--- src/rtl/fetch_unit_if.sv ---
// Instruction-memory handshake between the fetch stage and imem.
// One outstanding request at a time; the response is a single rvalid beat.
interface fetch_unit_if #(
  parameter int ADDR_W  = 32,
  parameter int INSTR_W = 32
);
  logic               imem_req;
  logic [ADDR_W-1:0]  imem_addr;
  logic               imem_ready;
  logic               imem_rvalid;
  logic [INSTR_W-1:0] imem_rdata;

  modport master (
    output imem_req, imem_addr,
    input  imem_ready, imem_rvalid, imem_rdata
  );

  modport slave (
    input  imem_req, imem_addr,
    output imem_ready, imem_rvalid, imem_rdata
  );
endinterface

--- src/rtl/fetch_unit.sv ---
// Instruction fetch stage: owns the PC, keeps one imem request in flight,
// buffers returned words with their PCs and presents the head to decode.
// A redirect flushes everything and marks any in-flight word for discard.
module fetch_unit #(
  parameter int               INSTR_W    = 32,
  parameter int               ADDR_W     = 32,
  parameter logic [ADDR_W-1:0] RESET_PC  = '0,
  parameter int               FIFO_DEPTH = 2
) (
  input  logic               clk,
  input  logic               nrst,
  input  logic               pc_en,
  input  logic               fd_en,
  input  logic               stall,
  input  logic               redirect_valid,
  input  logic [ADDR_W-1:0]  redirect_pc,
  fetch_unit_if.master       imem,
  output logic               instr_valid,
  output logic [INSTR_W-1:0] instr_out,
  output logic [ADDR_W-1:0]  pc_out,
  output logic               chng2nop,
  output logic               misalign_err
);

  localparam int PTR_W = (FIFO_DEPTH > 1) ? $clog2(FIFO_DEPTH) : 1;
  localparam int CNT_W = PTR_W + 1;
  localparam logic [CNT_W-1:0] FULL_CNT = CNT_W'(FIFO_DEPTH);

  typedef enum logic [1:0] {RUN, WAIT, DISCARD} state_t;

  state_t             state, state_nxt;
  logic [ADDR_W-1:0]  fetch_pc;
  logic [ADDR_W-1:0]  req_pc;       // PC of the request currently in flight
  logic [ADDR_W-1:0]  push_pc;
  logic [INSTR_W-1:0] data_q [FIFO_DEPTH];
  logic [ADDR_W-1:0]  pc_q   [FIFO_DEPTH];
  logic [PTR_W-1:0]   rd_ptr, wr_ptr;
  logic [CNT_W-1:0]   count;
  logic               issue, accept, push, pop;
  logic               chng_q, mis_q;

  // Issue/response decode and next state. Issue is gated by nrst so the
  // request line reads 0 while reset is held.
  always_comb begin
    state_nxt = state;
    push      = 1'b0;
    issue     = nrst & pc_en & ~redirect_valid & (state == RUN) & (count < FULL_CNT);
    accept    = issue & imem.imem_ready;
    // A combinational memory answers in the accept cycle; that word
    // belongs to fetch_pc rather than the latched req_pc.
    push_pc   = (state == WAIT) ? req_pc : fetch_pc;
    case (state)
      RUN: begin
        if (accept) begin
          if (imem.imem_rvalid) push = 1'b1;
          else                  state_nxt = WAIT;
        end
      end
      WAIT: begin
        if (imem.imem_rvalid) begin
          push      = ~redirect_valid;
          state_nxt = RUN;
        end else if (redirect_valid) begin
          state_nxt = DISCARD;
        end
      end
      DISCARD: begin
        if (imem.imem_rvalid) state_nxt = RUN;
      end
      default: state_nxt = RUN;
    endcase
  end

  assign instr_valid = (count != '0);
  assign pop         = instr_valid & fd_en & ~stall & ~redirect_valid;

  // State register.
  always_ff @(posedge clk or negedge nrst) begin
    if (!nrst) state <= RUN;
    else       state <= state_nxt;
  end

  // Program counter and in-flight request PC; redirect wins over accept.
  always_ff @(posedge clk or negedge nrst) begin
    if (!nrst) begin
      fetch_pc <= RESET_PC;
      req_pc   <= '0;
    end else if (redirect_valid) begin
      fetch_pc <= {redirect_pc[ADDR_W-1:2], 2'b00};
    end else if (accept) begin
      req_pc   <= fetch_pc;
      fetch_pc <= fetch_pc + ADDR_W'(4);
    end
  end

  // Buffer pointers and occupancy; a redirect empties the buffer.
  always_ff @(posedge clk or negedge nrst) begin
    if (!nrst) begin
      rd_ptr <= '0;
      wr_ptr <= '0;
      count  <= '0;
    end else if (redirect_valid) begin
      rd_ptr <= '0;
      wr_ptr <= '0;
      count  <= '0;
    end else begin
      if (push) wr_ptr <= wr_ptr + PTR_W'(1);
      if (pop)  rd_ptr <= rd_ptr + PTR_W'(1);
      case ({push, pop})
        2'b10:   count <= count + CNT_W'(1);
        2'b01:   count <= count - CNT_W'(1);
        default: count <= count;
      endcase
    end
  end

  // Buffer storage; contents are only observed through the valid-gated head.
  always_ff @(posedge clk) begin
    if (push) begin
      data_q[wr_ptr] <= imem.imem_rdata;
      pc_q[wr_ptr]   <= push_pc;
    end
  end

  // Squash pulse follows every redirect cycle; misalignment is sticky.
  always_ff @(posedge clk or negedge nrst) begin
    if (!nrst) begin
      chng_q <= 1'b0;
      mis_q  <= 1'b0;
    end else begin
      chng_q <= redirect_valid;
      if (redirect_valid && (redirect_pc[1:0] != 2'b00)) mis_q <= 1'b1;
    end
  end

  assign imem.imem_req  = issue;
  assign imem.imem_addr = fetch_pc;
  assign instr_out      = instr_valid ? data_q[rd_ptr] : '0;
  assign pc_out         = instr_valid ? pc_q[rd_ptr]   : '0;
  assign chng2nop       = chng_q;
  assign misalign_err   = mis_q;

endmodule
--- src/flat_wrapper.sv ---
// flat-port wrapper written by rule: the top's interface ports become plain ports
module fetch_unit_flat 
#(
  parameter int               INSTR_W    = 32,
  parameter int               ADDR_W     = 32,
  parameter logic [ADDR_W-1:0] RESET_PC  = '0,
  parameter int               FIFO_DEPTH = 2
)
  (clk, nrst, pc_en, fd_en, stall, redirect_valid, redirect_pc, instr_valid, instr_out, pc_out, chng2nop, misalign_err, imem_imem_req, imem_imem_addr, imem_imem_ready, imem_imem_rvalid, imem_imem_rdata);
  fetch_unit_if #(.ADDR_W(ADDR_W), .INSTR_W(INSTR_W)) imem_i ();
  input  logic clk;
  input  logic nrst;
  input  logic pc_en;
  input  logic fd_en;
  input  logic stall;
  input  logic redirect_valid;
  input  logic [ADDR_W-1:0] redirect_pc;
  output logic instr_valid;
  output logic [INSTR_W-1:0] instr_out;
  output logic [ADDR_W-1:0] pc_out;
  output logic chng2nop;
  output logic misalign_err;
  output wire logic [$bits(imem_i.imem_req)-1:0] imem_imem_req;
  output wire logic [$bits(imem_i.imem_addr)-1:0] imem_imem_addr;
  input wire logic [$bits(imem_i.imem_ready)-1:0] imem_imem_ready;
  input wire logic [$bits(imem_i.imem_rvalid)-1:0] imem_imem_rvalid;
  input wire logic [$bits(imem_i.imem_rdata)-1:0] imem_imem_rdata;
  assign imem_imem_req = imem_i.imem_req;
  assign imem_imem_addr = imem_i.imem_addr;
  assign imem_i.imem_ready = imem_imem_ready;
  assign imem_i.imem_rvalid = imem_imem_rvalid;
  assign imem_i.imem_rdata = imem_imem_rdata;
  fetch_unit #(.INSTR_W(INSTR_W), .ADDR_W(ADDR_W), .RESET_PC(RESET_PC), .FIFO_DEPTH(FIFO_DEPTH)) u_core (.clk(clk), .nrst(nrst), .pc_en(pc_en), .fd_en(fd_en), .stall(stall), .redirect_valid(redirect_valid), .redirect_pc(redirect_pc), .imem(imem_i), .instr_valid(instr_valid), .instr_out(instr_out), .pc_out(pc_out), .chng2nop(chng2nop), .misalign_err(misalign_err));
endmodule
--- config.mk ---
export PLATFORM = sky130hd
export DESIGN_NAME = fetch_unit_flat
export DESIGN_NICKNAME = d
export VERILOG_FILES = /design/src/rtl/fetch_unit_if.sv /design/src/rtl/fetch_unit.sv /design/src/flat_wrapper.sv
export SDC_FILE = /design/constraint.sdc
export NUM_CORES = 1
export LEC_CHECK = 0
export CELL_PAD_IN_SITES_DETAIL_PLACEMENT = 1
export CELL_PAD_IN_SITES_GLOBAL_PLACEMENT = 1
export CORE_MARGIN = 2
export CORE_UTILIZATION = 44
export DETAILED_ROUTE_END_ITERATION = 10
export PLACE_DENSITY_LB_ADDON = 0.1
export SLEW_MARGIN = 10
export SYNTH_ARGS = -nofsm -noshare
export SYNTH_HDL_FRONTEND = slang
export SYNTH_SLANG_ARGS = --single-unit
--- constraint.sdc ---
create_clock -name clk -period 9 [get_ports clk]
set_input_delay 1.35 -clock clk [delete_from_list [all_inputs] [get_ports clk]]
set_output_delay 1.35 -clock clk [all_outputs]
set_load 0.005 [all_outputs]
==> flow_metrics.tcl, run 1 <==
set metrics [dict create \
    die_y_um 141 \
    setup_violations 0 \
    max-cap-violations 0 \
    avgSynthCellArea_um2 12.3 \
    cpPeakStageDelay_ps 630 \
    p_leak_nw 3.86 \
    finalCritPeriodShare_pct 52.1 \
    cts_hold_buf 0 \
    n_antenna_cell 0 \
    final_core_util_pct 57.7 \
    drc 0 \
    dpl.hpwl_mm 14.3 \
    grt_pass1_vias 6251 \
    io_buffers 167 \
    cts_max_level 4 \
    final_layout_size_suffix_gt1_share_pct 9.21 \
    grt-ovfl-total 0 \
    clockBufferDepth 2 \
    clock-root-buffer "clkbuf_16" \
    hp-class "flop to flop" \
    gp_congestion 0.776 \
    dr.pass1.iters 4 \
    power_density_mw_per_mm2 184 \
    wire_per_inst_um 20.2 \
    finalHoldViolCount 0 \
    cp_cell_sequence "clkdlybuf4s50_1 -> buf_4 -> or4_4 -> nor2_1 -> clkdlybuf4s50_1" \
    yosysSeqAreaShare_pct 65.6 \
    routed_via_density 5.45 \
    cp_common_cell "clkdlybuf4s50_1" \
    ys_ff_latch 192 \
    start_util_pct 44.5 \
    fin_skew_ps 10.8 \
    post_cts_buffers 0 \
    worstMarginPinSlew_ps 1140 \
    synth_warnings 0 \
    synthDistinctLibCells 50 \
    critical_path_required_ps 7650 \
    clk_latency_ps 430 \
    path_class "primary input to output port" \
    die_w_um 141 \
    clock-sinks 192 \
    status "finished clean" \
    critPathLaunchType "primary input" \
    syn_inst 670 \
    finalSetupTns_ps 0 \
    critPathSlowestCell "or4_4" \
    synthFlopType "edfxtp_1" \
    wl_mm 21.7 \
    layout-area-overhead-vs-synth_pct 29.6 \
    cp_top_family "buffers and inverters" \
    max_freq_ghz 0.213 \
    rsz0062_at_grt "false" \
    vias 5828 \
    ant_nets 0 \
    synth_edf_count 124 \
    crit_fanout 39 \
    std_cell_rows 50 \
    ir_drop_v 0.000132 \
    final.min_clock_period_ps 4690 \
    report.final.slew_viol_count 0 \
    antenna_found_initial 0 \
    synthArstFlopShare_pct 35.4 \
    clk_pin_slew_ps 70 \
    path_buf_inv 3 \
    nets 896 \
    grt_max_degree 71 \
    fp.coreArea_mm2 0.0186 \
    netlist_area_mm2 0.00827 \
    cp_data_arrival_time_ps 3340 \
    dr.first_iter.drc_count 314 \
    grt_pass1_wl_mm 34.4 \
    relSlewSlack_pct 24.3 \
    dieArea_mm2 0.0199 \
    end_kind "output port" \
    grt_usage_pct 22.5 \
    cts_tree "yes" \
    cts_resized 0 \
    cts_buffers 17 \
    ios 172 \
]
[kinds of logic (layout without fill, tap and decap cells)]
family | after synthesis | after routing | synth area share, %
buffers and inverters | 49 | 212 | 2.53
adder cells (fa/ha/maj) | 1 | 1 | 0.151
AO/OA/AOI/OAI | 68 | 68 | 5.78
XOR/XNOR | 2 | 2 | 0.212
AND/OR/NAND/NOR | 264 | 264 | 14.0
multiplexers | 93 | 93 | 11.7
flip-flops | 192 | 192 | 65.6
other | 1 | 4 | 0.0453
[synth_stat cells (3+ instances only)]
master,instances,area (um2)
mux2i_1,63,631
o211ai_1,16,120
or3_1,6,37.5
and3_1,4,25.0
a32oi_1,3,26.3
buf_4,5,37.5
edfxtp_1,124,3720
inv_1,8,30.0
buf_1,6,22.5
o21ai_0,21,105
clkbuf_1,24,90.1
nor2_1,80,300
dfrtp_1,68,1700
buf_2,5,25.0
nand2b_1,4,25.0
mux2_2,30,338
nand3_1,22,110
a21o_1,3,22.5
o311ai_0,8,70.1
nand4_1,9,56.3
a21oi_1,4,20.0
or4_1,3,22.5
nand2_1,120,450
[layout by cell type, fill, tap and decap left out, drive strengths merged, types with 4 or more instances in the layout]
master         count
o311ai             9
or4                4
nand4              9
mux2i             63
clkbuf            19
nand2b             4
nand3             22
dfrtp             68
inv               12
nor2              81
conb               4
o21ai             21
or3                6
mux2              30
edfxtp           124
clkinv             6
buf                5
and3               4
nand2            120
o211ai            16
a21oi              4
clkdlybuf4s50    166
[stage by stage]
| step | hold WS (ps) | total power (W) | area (um2) | setup slack, ps | instances |
|---|---|---|---|---|---|
| floorplan | 442 | 0.00112 | 8280 | 3570 | 673 |
| global placement | 454 | 0.00122 | 10100 | 4330 | 1038 |
| detailed placement | 463 | 0.00124 | 10100 | 4230 | 1038 |
| CTS | 484 | 0.00198 | 10700 | 4320 | 1070 |
| global route | 497 | 0.00204 | 10700 | 4210 | 1070 |
| finish | 481 | 0.00197 | 10700 | 4310 | 1070 |
[sequential cells by signal, summed over array words and instances, names as in the netlist]
| name | flops |
|---|---|
| u_core.req_pc | 30 |
| u_core.wr_ptr | 1 |
| u_core.state | 2 |
| u_core.pc_q | 60 |
| u_core.imem.imem_addr | 30 |
| u_core.data_q | 64 |
| u_core.count | 2 |
| u_core.chng2nop | 1 |
| u_core.rd_ptr | 1 |
| u_core.misalign_err | 1 |
[final cells by class]
class / count / area (um2)
Fill cell: 1897 / 7860
Sequential cell: 192 / 5430
Multi-Input combinational cell: 432 / 2680
Timing Repair Buffer: 171 / 1700
Clock buffer: 19 / 433
Tap cell: 234 / 293
Clock inverter: 13 / 154
Inverter: 9 / 33.8
[worst paths after layout]
path | startpoint | end | slack, ps | depth (start not counted)
hold reg to reg | u_core.req_pc[10]$_DFFE_PN0P_ | u_core.req_pc[10]$_DFFE_PN0P_ | 480 | 2
hold / removal | u_core.req_pc[10]$_DFFE_PN0P_ | u_core.req_pc[10]$_DFFE_PN0P_ | 480 | 2
setup / recovery | redirect_valid | imem_imem_req | 4310 | 5
setup reg to reg | u_core.count[1]$_DFFE_PN0P_ | u_core.data_q[0][20]$_DFFE_PP_ | 5860 | 5
min in group asynchronous | nrst | u_core.imem.imem_addr[19]$_DFFE_PN0N_ | 1030 | 1
max in group asynchronous | nrst | u_core.rd_ptr$_DFFE_PN0P_ | 7250 | 1
[worst reg2reg max path, delay by kind of cell (launching register included)]
kind	cells	cell delay, ps
compound gates	1	190
simple gates	3	1400
buf+inv	1	630
flops	1	460
[layer usage]
| metal | vias to the layer above | wire length (um) | track usage (%) |
|---|---|---|---|
| met5 | - | 0 | 0 |
| met3 | 23 | 803 | 4.01 |
| li1 | 2713 | - | - |
| met4 | 0 | 277 | 6.42 |
| met1 | 2943 | 9210 | 28.2 |
| met2 | 149 | 11400 | 39.9 |
[power breakdown]
group | leakage (nW) | switching, W | internal [W]
Clock | 0.278 | 0.000332 | 0.000415
Combinational | 1.61 | 0.0000853 | 0.0000958
Sequential | 1.97 | 0.0000474 | 0.000993
No activity file was read; power rests on OpenSTA's default activity.
==> run 2: changes to the inputs <==
--- a/config.mk
+++ b/config.mk
@@ -8,7 +8,7 @@
 export CELL_PAD_IN_SITES_DETAIL_PLACEMENT = 1
 export CELL_PAD_IN_SITES_GLOBAL_PLACEMENT = 1
 export CORE_MARGIN = 2
-export CORE_UTILIZATION = 44
+export CORE_UTILIZATION = 41
 export DETAILED_ROUTE_END_ITERATION = 10
 export PLACE_DENSITY_LB_ADDON = 0.1
 export SLEW_MARGIN = 10
==> constraint.sdc (replaced) <==
create_clock -name clk -period 4.6 [get_ports clk]
set_input_delay 0.69 -clock clk [delete_from_list [all_inputs] [get_ports clk]]
set_output_delay 0.69 -clock clk [all_outputs]
set_load 0.005 [all_outputs]
==> run 2 against run 1 <==
- critical path depth shrank 2
- sequential share of layout area shrank 0.29 points
- die area grew 7.1%
- total power grew 93%
- flip-flop and latch count is the same
- first-iteration DRC count shrank 17%
- setup slack lost 3000 ps
- combinational power grew 94%
- non-clock buffer count grew 3
- register-to-register slack lost 4300 ps
- clock skew grew 2.1 ps
- sequential power grew 95%
- highest routed layer unchanged
==> flow_metrics.tcl, run 2 (same netlist as run 1, synthesis figures left out) <==
set metrics [dict create \
    status "finished clean" \
    std_cell_rows 51 \
    ios 172 \
    vias 5839 \
    largest_reg_flops 64 \
    max_freq_ghz 0.300 \
    cts_buffers 17 \
    finalSetupTns_ps 0 \
    regMostFlops "u_core.data_q" \
    final_common_cell "clkdlybuf4s50_1" \
    antenna_found_initial 0 \
    clk_pin_slew_ps 70 \
    fp.coreArea_mm2 0.0197 \
    routed_via_density 5.29 \
    relSlewSlack_pct 22.2 \
    p_total_w 0.00380 \
    p_leak_nw 3.87 \
    worstMarginPinSlew_ps 1170 \
    critPathLaunchType "flop" \
    finalCritPeriodShare_pct 72.5 \
    clock-root-buffer "clkbuf_16" \
    setup_violations 0 \
    ir_drop_v 0.000262 \
    post_cts_buffers 0 \
    max-cap-violations 0 \
    finalHoldViolCount 0 \
    power_density_mw_per_mm2 353 \
    r2r_slack_ps 1580 \
    cts_max_level 4 \
    final.min_clock_period_ps 3340 \
    clock-sinks 192 \
    dpl.hpwl_mm 14.0 \
    grt_pass1_vias 6365 \
    reg_top3 "u_core.data_q (64), u_core.pc_q (60)" \
    fin_area_mm2 0.0108 \
    wl_mm 21.5 \
    die_y_um 146 \
    dr.pass1.iters 4 \
    critical_path_required_ps 3910 \
    grt_usage_pct 20.7 \
    gp_congestion 0.801 \
    die_w_um 146 \
    fin_skew_ps 12.9 \
    clk_latency_ps 440 \
    grt_max_degree 70 \
    whs_ps 479 \
    layout_common_cells "166 x clkdlybuf4s50_1, 124 x edfxtp_1, 120 x nand2_1, 77 x nor2_1, 67 x dfrtp_1" \
    final_layout_size_suffix_gt1_share_pct 9.77 \
    crit-reg2reg-launch "u_core.count[1]$_DFFE_PN0P_" \
    report.final.slew_viol_count 0 \
    startpoint "u_core.rd_ptr$_DFFE_PN0P_" \
    ant_nets 0 \
    clockBufferDepth 2 \
    rsz0062_at_grt "false" \
    drc 0 \
    path_class "flop to output port" \
    cts_hold_buf 0 \
    hp-class "flop to flop" \
    io_buffers 167 \
    end_kind "output port" \
    grt-ovfl-total 0 \
    start_util_pct 42.1 \
    crit_fanout 64 \
    cts_resized 0 \
    placed_area_mm2 0.0102 \
    final_core_util_pct 54.9 \
    wire_per_inst_um 19.4 \
    dieArea_mm2 0.0213 \
    dr.first_iter.drc_count 260 \
    grt_pass1_wl_mm 34.7 \
    min_from "u_core.req_pc[10]$_DFFE_PN0P_" \
    n_antenna_cell 0 \
    nets 899 \
    cp_data_arrival_time_ps 2650 \
    layout-area-overhead-vs-synth_pct 30.4 \
    cts_tree "yes" \
]
run 2: critical path: stages (launching register included):
cell and delay (ps):
dfrtp_4 1200, mux2i_1 330, nor2_1 160, clkdlybuf4s50_1 510
run 2: metal layers:
metal | up-vias | part of all wire, % | GRT usage [%]
met2 | 149 | 52 | 36.3
met3 | 14 | 3.9 | 4.22
met4 | 0 | 1.2 | 5.58
li1 | 2722 | - | -
met5 | - | 0 | 0
met1 | 2954 | 43 | 26.3
run 2: final timing paths:
path / to / cells after the start
setup / recovery: pc_out[26] / 3
hold / removal: u_core.req_pc[10]$_DFFE_PN0P_ / 2
setup reg to reg: u_core.data_q[0][13]$_DFFE_PP_ / 5
hold reg to reg: u_core.req_pc[10]$_DFFE_PN0P_ / 2
max in group asynchronous: u_core.rd_ptr$_DFFE_PN0P_ / 2
min in group asynchronous: u_core.req_pc[17]$_DFFE_PN0P_ / 2
run 2: report_power, final:
| group | internal (W) | total (W) | switching (W) | leakage, nW |
|---|---|---|---|---|
| Combinational | 0.000189 | 0.000351 | 0.000162 | 1.63 |
| Sequential | 0.00194 | 0.00203 | 0.0000905 | 1.97 |
| Clock | 0.000756 | 0.00142 | 0.000662 | 0.272 |
run 2: layout make-up:
| type | instances | area (um2) |
|---|---|---|
| fill | 2069 | 8870 |
| sequential | 192 | 5430 |
| multi-input combinational | 432 | 2680 |
| timing repair buffer | 174 | 1750 |
| clock buffer | 18 | 429 |
| tap | 265 | 332 |
| clock inverter | 14 | 134 |
| inverter | 9 | 33.8 |
run 2: per-stage QoR:
step                      cells  worst slack [ps]
after detailed placement   1072               847
after floorplan             673              -171
after global routing       1104              1140
after CTS                  1104              1240
final                      1104              1260
after global placement     1072               975
